File: config.mk
export PLATFORM = sky130hd
export DESIGN_NAME = voice_scheduler
export DESIGN_NICKNAME = d
export VERILOG_FILES = /design/src/rtl/voice_scheduler_pkg.sv /design/src/rtl/voice_scheduler_note_to_incr.sv /design/src/rtl/voice_scheduler.sv
export SDC_FILE = /design/constraint.sdc
export NUM_CORES = 1
export LEC_CHECK = 0
export ABC_AREA = 1
export CAP_MARGIN = 10
export CORE_MARGIN = 1.5
export CORE_UTILIZATION = 54
export DETAILED_ROUTE_END_ITERATION = 16
export HOLD_SLACK_MARGIN = 0.08
export PLACE_DENSITY_LB_ADDON = 0.1
export SYNTH_ARGS = -nofsm -noshare
export SYNTH_HDL_FRONTEND = slang
export SYNTH_HIERARCHICAL = 1
export SYNTH_SLANG_ARGS = --single-unit
File: constraint.sdc
create_clock -name clk_in -period 7.86 [get_ports clk_in]
set_clock_uncertainty 0.1 [all_clocks]
set_input_delay 1.179 -clock clk_in [delete_from_list [all_inputs] [get_ports clk_in]]
set_output_delay 1.179 -clock clk_in [all_outputs]
set_load 0.02 [all_outputs]
File: src/rtl/voice_scheduler_pkg.sv
// Shared constants and types for the polyphonic voice scheduler.
package voice_scheduler_pkg;

  localparam int SYNTH_PHASE_ACC_BITS = 32;
  localparam int NUM_VOICES_DEF       = 4;
  localparam int NOTE_WIDTH_DEF       = 7;
  localparam int AGE_WIDTH_DEF        = 4;

  typedef struct packed {
    logic                      active;
    logic [NOTE_WIDTH_DEF-1:0] note;
    logic [AGE_WIDTH_DEF-1:0]  age;
  } voice_t;

  typedef enum logic {
    IDLE  = 1'b0,
    SWEEP = 1'b1
  } voice_sched_state_t;

  // Increments for notes 120..131 at a 192 kHz DDS rate with a 32-bit
  // accumulator: round(f * 2^32 / 192000). Lower octaves are exact right shifts.
  function automatic logic [31:0] top_octave_incr(input int semi);
    logic [31:0] v;
    case (semi)
      0:       v = 32'd187278874;
      1:       v = 32'd198415039;
      2:       v = 32'd210213420;
      3:       v = 32'd222713348;
      4:       v = 32'd235956587;
      5:       v = 32'd249987332;
      6:       v = 32'd264852406;
      7:       v = 32'd280601248;
      8:       v = 32'd297286672;
      9:       v = 32'd314964268;
      10:      v = 32'd333692936;
      default: v = 32'd353535507;
    endcase
    return v;
  endfunction

  // Full 128-entry note -> increment table, octave by octave.
  function automatic logic [31:0] note_incr_raw(input logic [6:0] note);
    int n;
    int oct;
    int semi;
    n    = int'(note);
    oct  = n / 12;
    semi = n - oct * 12;
    return top_octave_incr(semi) >> (10 - oct);
  endfunction

endpackage

File: src/rtl/voice_scheduler_note_to_incr.sv
// Combinational note number to DDS phase increment lookup.
module note_to_incr
  import voice_scheduler_pkg::*;
#(
  parameter int NOTE_WIDTH = 7,
  parameter int INCR_WIDTH = SYNTH_PHASE_ACC_BITS
) (
  input  logic [NOTE_WIDTH-1:0] note,
  output logic [INCR_WIDTH-1:0] incr
);

  logic [NOTE_WIDTH+6:0]  note_ext;
  logic [31:0]            raw;
  logic [INCR_WIDTH+31:0] incr_ext;

  // Table lookup, then zero-extend or truncate to the accumulator width.
  always_comb begin
    note_ext = {7'b0, note};
    raw      = note_incr_raw(note_ext[6:0]);
    incr_ext = {{INCR_WIDTH{1'b0}}, raw};
    incr     = incr_ext[INCR_WIDTH-1:0];
  end

endmodule

File: src/rtl/voice_scheduler.sv
// Voice allocator and per-sample slot sequencer feeding the shared DDS datapath.
module voice_scheduler
  import voice_scheduler_pkg::*;
#(
  parameter int NUM_VOICES = NUM_VOICES_DEF,
  parameter int NOTE_WIDTH = NOTE_WIDTH_DEF,
  parameter int INCR_WIDTH = SYNTH_PHASE_ACC_BITS,
  parameter int AGE_WIDTH  = AGE_WIDTH_DEF
) (
  input  logic                          clk_in,
  input  logic                          n_rst_in,
  input  logic                          evt_valid_in,
  output logic                          evt_ready_out,
  input  logic                          evt_on_in,
  input  logic [NOTE_WIDTH-1:0]         evt_note_in,
  input  logic                          sample_tick_in,
  output logic                          voice_valid_out,
  output logic [$clog2(NUM_VOICES)-1:0] voice_idx_out,
  output logic                          frame_start_out,
  output logic                          voice_gate_out,
  output logic [INCR_WIDTH-1:0]         phase_incr_out,
  output logic [NUM_VOICES-1:0]         active_mask_out,
  output logic                          overrun_out
);

  localparam int IDX_W = $clog2(NUM_VOICES);
  localparam logic [IDX_W-1:0]     LAST_IDX = IDX_W'(NUM_VOICES - 1);
  localparam logic [AGE_WIDTH-1:0] AGE_MAX  = '1;

  voice_sched_state_t state, state_next;

  logic [NUM_VOICES-1:0] active;
  logic [NOTE_WIDTH-1:0] note [NUM_VOICES];
  logic [AGE_WIDTH-1:0]  age  [NUM_VOICES];

  logic             accept;
  logic             hit_any, free_any;
  logic [IDX_W-1:0] hit_idx, free_idx, steal_idx, target_idx;

  logic             load_slot;
  logic [IDX_W-1:0] sel_idx;
  logic [NOTE_WIDTH-1:0] sel_note;
  logic             sel_active;
  logic [INCR_WIDTH-1:0] sel_incr;

  // State register; reset aborts any sweep in progress.
  always_ff @(posedge clk_in or negedge n_rst_in) begin
    if (!n_rst_in) state <= IDLE;
    else           state <= state_next;
  end

  // Next state and event handshake; a tick wins over a same-cycle event.
  always_comb begin
    state_next    = state;
    evt_ready_out = 1'b0;
    unique case (state)
      IDLE: begin
        evt_ready_out = n_rst_in && !sample_tick_in;
        if (sample_tick_in) state_next = SWEEP;
      end
      SWEEP: begin
        if (voice_idx_out == LAST_IDX) state_next = IDLE;
      end
      default: state_next = IDLE;
    endcase
  end

  assign accept = evt_valid_in && evt_ready_out;

  // Allocator candidates: matching slot, lowest free slot, oldest slot.
  always_comb begin
    hit_any   = 1'b0;
    hit_idx   = '0;
    free_any  = 1'b0;
    free_idx  = '0;
    steal_idx = '0;
    for (int i = NUM_VOICES - 1; i >= 0; i--) begin
      if (active[i] && note[i] == evt_note_in) begin
        hit_any = 1'b1;
        hit_idx = IDX_W'(i);
      end
      if (!active[i]) begin
        free_any = 1'b1;
        free_idx = IDX_W'(i);
      end
    end
    for (int i = 1; i < NUM_VOICES; i++) begin
      if (age[i] > age[steal_idx]) steal_idx = IDX_W'(i);
    end
    target_idx = hit_any ? hit_idx : (free_any ? free_idx : steal_idx);
  end

  // Slot state update on an accepted note-on / note-off.
  always_ff @(posedge clk_in or negedge n_rst_in) begin
    if (!n_rst_in) begin
      active <= '0;
      for (int i = 0; i < NUM_VOICES; i++) begin
        note[i] <= '0;
        age[i]  <= '0;
      end
    end else if (accept) begin
      for (int i = 0; i < NUM_VOICES; i++) begin
        if (evt_on_in) begin
          if (IDX_W'(i) == target_idx) begin
            active[i] <= 1'b1;
            note[i]   <= evt_note_in;
            age[i]    <= '0;
          end else if (active[i] && age[i] != AGE_MAX) begin
            age[i] <= age[i] + 1'b1;
          end
        end else if (active[i] && note[i] == evt_note_in) begin
          active[i] <= 1'b0;
          age[i]    <= '0;
        end
      end
    end
  end

  assign active_mask_out = active;

  // Slot to present next: slot 0 on the tick, then the following slot.
  assign load_slot  = (state == IDLE && sample_tick_in) ||
                      (state == SWEEP && voice_idx_out != LAST_IDX);
  assign sel_idx    = (state == SWEEP) ? voice_idx_out + 1'b1 : '0;
  assign sel_note   = note[sel_idx];
  assign sel_active = active[sel_idx];

  note_to_incr #(
    .NOTE_WIDTH (NOTE_WIDTH),
    .INCR_WIDTH (INCR_WIDTH)
  ) u_note_to_incr (
    .note (sel_note),
    .incr (sel_incr)
  );

  // Registered sweep outputs and the sticky overrun flag.
  always_ff @(posedge clk_in or negedge n_rst_in) begin
    if (!n_rst_in) begin
      voice_valid_out <= 1'b0;
      voice_idx_out   <= '0;
      frame_start_out <= 1'b0;
      voice_gate_out  <= 1'b0;
      phase_incr_out  <= '0;
      overrun_out     <= 1'b0;
    end else begin
      if (state == SWEEP && sample_tick_in) overrun_out <= 1'b1;
      if (load_slot) begin
        voice_valid_out <= 1'b1;
        voice_idx_out   <= sel_idx;
        frame_start_out <= (state == IDLE);
        voice_gate_out  <= sel_active;
        phase_incr_out  <= sel_active ? sel_incr : '0;
      end else begin
        voice_valid_out <= 1'b0;
        voice_idx_out   <= '0;
        frame_start_out <= 1'b0;
        voice_gate_out  <= 1'b0;
        phase_incr_out  <= '0;
      end
    end
  end

endmodule
==> impl_metrics.prom <==
# TYPE chip_impl_metric gauge
chip_impl_metric{name="initial_core_util",unit=""} 0.5607
chip_impl_metric{name="sum_of_negative_setup_slack",unit="ps"} 0
chip_impl_info{name="critical_path.slowest_cell",value="dfrtp_1"} 1
chip_impl_metric{name="detail_route.first_pass.iterations",unit=""} 6
chip_impl_metric{name="synthesis.area_per_instance",unit="µm²"} 6.287
chip_impl_metric{name="cts_setup_buffers",unit=""} 0
chip_impl_info{name="endpoint_kind",value="flip-flop"} 1
chip_impl_metric{name="detailed_place_hpwl",unit="µm"} 14520
chip_impl_metric{name="total_die_area",unit="mm²"} 0.01463
chip_impl_info{name="path_class",value="flip-flop to flip-flop"} 1
chip_impl_metric{name="drtAntennaViolNets",unit=""} 0
chip_impl_metric{name="critical_path_required",unit="ps"} 7950
chip_impl_metric{name="fp-row-count",unit=""} 42
chip_impl_metric{name="track_usage",unit=""} 0.2829
chip_impl_metric{name="global_route.overflow_total",unit=""} 0
chip_impl_info{name="cts-root-buf",value="clkbuf_16"} 1
chip_impl_metric{name="postRouteWirelength",unit="µm"} 19570
chip_impl_metric{name="minimum_setup_slack_among_reg_to_reg_paths",unit="ps"} 860
chip_impl_metric{name="gp_congestion",unit=""} 0.9408
chip_impl_info{name="crit_path_frequent_cell",value="nand2_1"} 1
chip_impl_metric{name="crit_fanout",unit=""} 22
chip_impl_info{name="worstHoldStart",value="note[5]$_DFFE_PN0P_"} 1
chip_impl_metric{name="routedWlPerCell",unit="µm"} 13.97
chip_impl_metric{name="synth_cells",unit=""} 1195
chip_impl_metric{name="worstMarginPinSlew",unit="ps"} 957.3
chip_impl_metric{name="slew_headroom",unit=""} 0.3611
chip_impl_metric{name="post-route-period-util",unit=""} 0.8905
chip_impl_metric{name="setup_violations",unit=""} 0
chip_impl_metric{name="ctsHtreeMaxLevel",unit=""} 3
chip_impl_metric{name="drt_iter0_drc",unit=""} 776
chip_impl_metric{name="synth.yosys.warnings",unit=""} 6
chip_impl_metric{name="cts.path.max_buffers",unit=""} 2
chip_impl_metric{name="design.final.nets",unit=""} 1276
chip_impl_metric{name="num-fill-cells",unit=""} 1265
chip_impl_metric{name="core_area",unit="mm²"} 0.01340
chip_impl_info{name="outcome",value="finished, final reports clean"} 1
chip_impl_metric{name="numPortBuffers",unit=""} 54
chip_impl_info{name="crit_path_start_kind",value="flip-flop"} 1
chip_impl_metric{name="netlist_area",unit="mm²"} 0.007513
chip_impl_metric{name="cap_viol_max_count",unit=""} 0
chip_impl_metric{name="syn2layout_area_growth",unit="%"} 12.02
chip_impl_info{name="cts_tree",value="done"} 1
chip_impl_info{name="synthDominantAreaCellType",value="dfrtp_1"} 1
chip_impl_info{name="beginning_of_the_worst_register_to_register_path",value="voice_idx_out[0]$_DFF_PN0_"} 1
chip_impl_metric{name="timing_max_transition_violations_final",unit=""} 0
chip_impl_metric{name="asyncSetResetFlopFracSynth",unit=""} 1.000
chip_impl_metric{name="pin_count_of_the_biggest_net_entering_global_routing",unit=""} 57
chip_impl_info{name="ys_dominant_reg_cell",value="dfrtp_1"} 1
chip_impl_metric{name="total_inserted_antenna_cells",unit=""} 0
chip_impl_info{name="synthTopCellsByArea",value="dfrtp_1 29%, nand2_1 20%, nand3_1 8.3%, inv_1 7.2%, ha_1 6.7%"} 1
chip_impl_metric{name="hold_depth",unit=""} 2
chip_impl_metric{name="fmax",unit="MHz"} 142.9
chip_impl_metric{name="die_h",unit="µm"} 121.0
chip_impl_metric{name="timing.reg2reg.worst_path_depth",unit=""} 38
chip_impl_metric{name="cts_sinks",unit=""} 86
chip_impl_metric{name="die_width",unit="µm"} 121.0
chip_impl_metric{name="grt_antenna_before_repair",unit=""} 0
chip_impl_metric{name="layout-drive-gt1-share",unit=""} 0.06612
chip_impl_metric{name="ys_seq_area_frac",unit=""} 0.2864
chip_impl_metric{name="timing.critical_path.slowest_cell_delay",unit="ps"} 480
chip_impl_info{name="r2r_end",value="phase_incr_out[13]$_DFF_PN0_"} 1
chip_impl_metric{name="yosys_register_bits",unit=""} 86
chip_impl_metric{name="synth_cell_types",unit=""} 43
chip_impl_metric{name="edff_count_synth",unit=""} 0
chip_impl_metric{name="number_of_vias_per_cell",unit=""} 5.366
chip_impl_metric{name="clkTransAtPathRegs",unit="ps"} 60
chip_impl_metric{name="grt_first_pass_wirelength",unit="µm"} 33370
chip_impl_metric{name="regArea",unit="mm²"} 0.002152
chip_impl_metric{name="via_count_of_the_routed_design",unit=""} 7518
chip_impl_metric{name="route.detailed.drc",unit=""} 0
chip_impl_metric{name="grt_pass1_vias",unit=""} 6720
chip_impl_metric{name="min_period",unit="ps"} 6999
chip_impl_metric{name="clk-insertion-delay-late",unit="ps"} 350
chip_impl_metric{name="multi_input_comb_area",unit="mm²"} 0.004531
chip_impl_metric{name="yosysTopAreaCellShare",unit=""} 0.2864
chip_impl_metric{name="cts-buffers-inserted",unit=""} 9
chip_impl_metric{name="crit_arrival",unit="ps"} 7090
chip_impl_metric{name="io_pins",unit=""} 55
chip_impl_info{name="worst_hold_path.endpoint",value="note[5]$_DFFE_PN0P_"} 1
chip_impl_info{name="hp-class",value="flip-flop to flip-flop"} 1
chip_impl_metric{name="timing.final.hold_violations",unit=""} 0
chip_impl_info{name="rsz0062_at_grt",value="no"} 1
==> per-layer routing <==
layer | global-route usage | routed length, µm | up-vias
met4 | 0.06103 | 235 | 0
met1 | 0.4435 | 9881 | 3407
met5 | 0 | 0 | -
li1 | - | - | 3844
met2 | 0.4144 | 8233 | 247
met3 | 0.03430 | 1217 | 20
==> area by class of cell <==
cell class,count,share of cell area
tap,176,0.02616
timing repair buffer,61,0.07016
sequential,86,0.2557
multi-input combinational,901,0.5383
clock inverter,4,0.008622
clock buffer,10,0.02839
inverter,163,0.07269
==> synth_stat cells (8+ instances only) <==
| cell type | count |
|---|---|
| a21oi_1 | 32 |
| a31oi_1 | 9 |
| buf_2 | 14 |
| clkbuf_1 | 22 |
| dfrtp_1 | 86 |
| ha_1 | 40 |
| inv_1 | 144 |
| inv_2 | 13 |
| nand2_1 | 396 |
| nand2_2 | 8 |
| nand3_1 | 124 |
| nand4_1 | 28 |
| nor2_1 | 111 |
| nor3_1 | 19 |
| o21ai_0 | 39 |
| o21ai_1 | 23 |
| o21ai_2 | 14 |
| xor2_1 | 8 |
==> logic make-up after synthesis <==
group | after synthesis | synth area share
buffers and inverters | 210 | 0.1137
other | 1 | 0.0004991
and+or+nand+nor | 711 | 0.4097
AOI/OAI and AO/OA | 131 | 0.1014
xor gates and xnor gates | 14 | 0.01632
DFF | 86 | 0.2864
adders and majority gates | 42 | 0.07194
==> what timing repair did <==
item	CTS	global route
gates resized for setup	0	3
hold buffers	0	0
endpoints found under the setup margin	0	27
hold endpoints to repair	0	0
==> worst max-delay path: cells and delay by family (launching register included) <==
family	cells	cell delay (ps)
AO/OA/AOI/OAI	2	610
adder cells (fa/ha/maj)	7	2020
buffers and inverters	5	430
flip-flops	1	480
AND/OR/NAND/NOR	24	3180
==> sequential cells by signal (all words and copies together), names as in the netlist <==
name and count:
phase_incr_out 32, note 28, age 16, active_mask_out 4, voice_idx_out 2, frame_start_out 1, overrun_out 1, state 1
voice_gate_out 1
==> worst max path at each step <==
stage | start | endpoint | slack [ps] | cells after the start
floorplan | state$_DFF_PN0_ | phase_incr_out[2]$_DFF_PN0_ | 1320 | 46
global placement | voice_idx_out[0]$_DFF_PN0_ | phase_incr_out[13]$_DFF_PN0_ | 790 | 38
detailed placement | voice_idx_out[0]$_DFF_PN0_ | phase_incr_out[13]$_DFF_PN0_ | 620 | 38
CTS | voice_idx_out[0]$_DFF_PN0_ | phase_incr_out[13]$_DFF_PN0_ | 590 | 38
global route | voice_idx_out[0]$_DFF_PN0_ | phase_incr_out[0]$_DFF_PN0_ | 110 | 39
finish | voice_idx_out[0]$_DFF_PN0_ | phase_incr_out[13]$_DFF_PN0_ | 860 | 38
==> placed cells by master (no fill, tap or decap), types with 4 or more instances in the layout <==
master and n:
clkdlybuf4s50_1 53, o21ai_1 24, o211ai_1 5, nand2_4 4, nor2_4 4, nand4_1 28, inv_2 13, dfrtp_1 86
a21oi_1 32, xor2_1 7, nand2_1 395, o21ai_2 14, clkinv_1 6, clkbuf_16 9, nand2_2 9, nand3_2 6
nand3_1 124, buf_4 8, inv_1 144, o21ai_0 38, a31oi_1 8, ha_1 40, nor2_1 111, xnor2_1 6
nor3_1 19
==> per-stage QoR <==
stage               utilization  setup WS, ps  hold slack [ps]  area, µm²  std cells
finish                   0.6281         860.7            407.8       8417       1401
global route             0.6281         111.5            442.6       8417       1401
CTS                      0.6275         592.1            411.2       8408       1401
detailed placement       0.6042         619.6            397.7       8097       1387
global placement         0.6042         785.3            392.9       8097       1387
floorplan                     -          1320            377.5       7521       1197
Power is left out: the tool's default activity adds up to more than one toggle a clock period on the data nets, which glitch-free logic cannot reach.
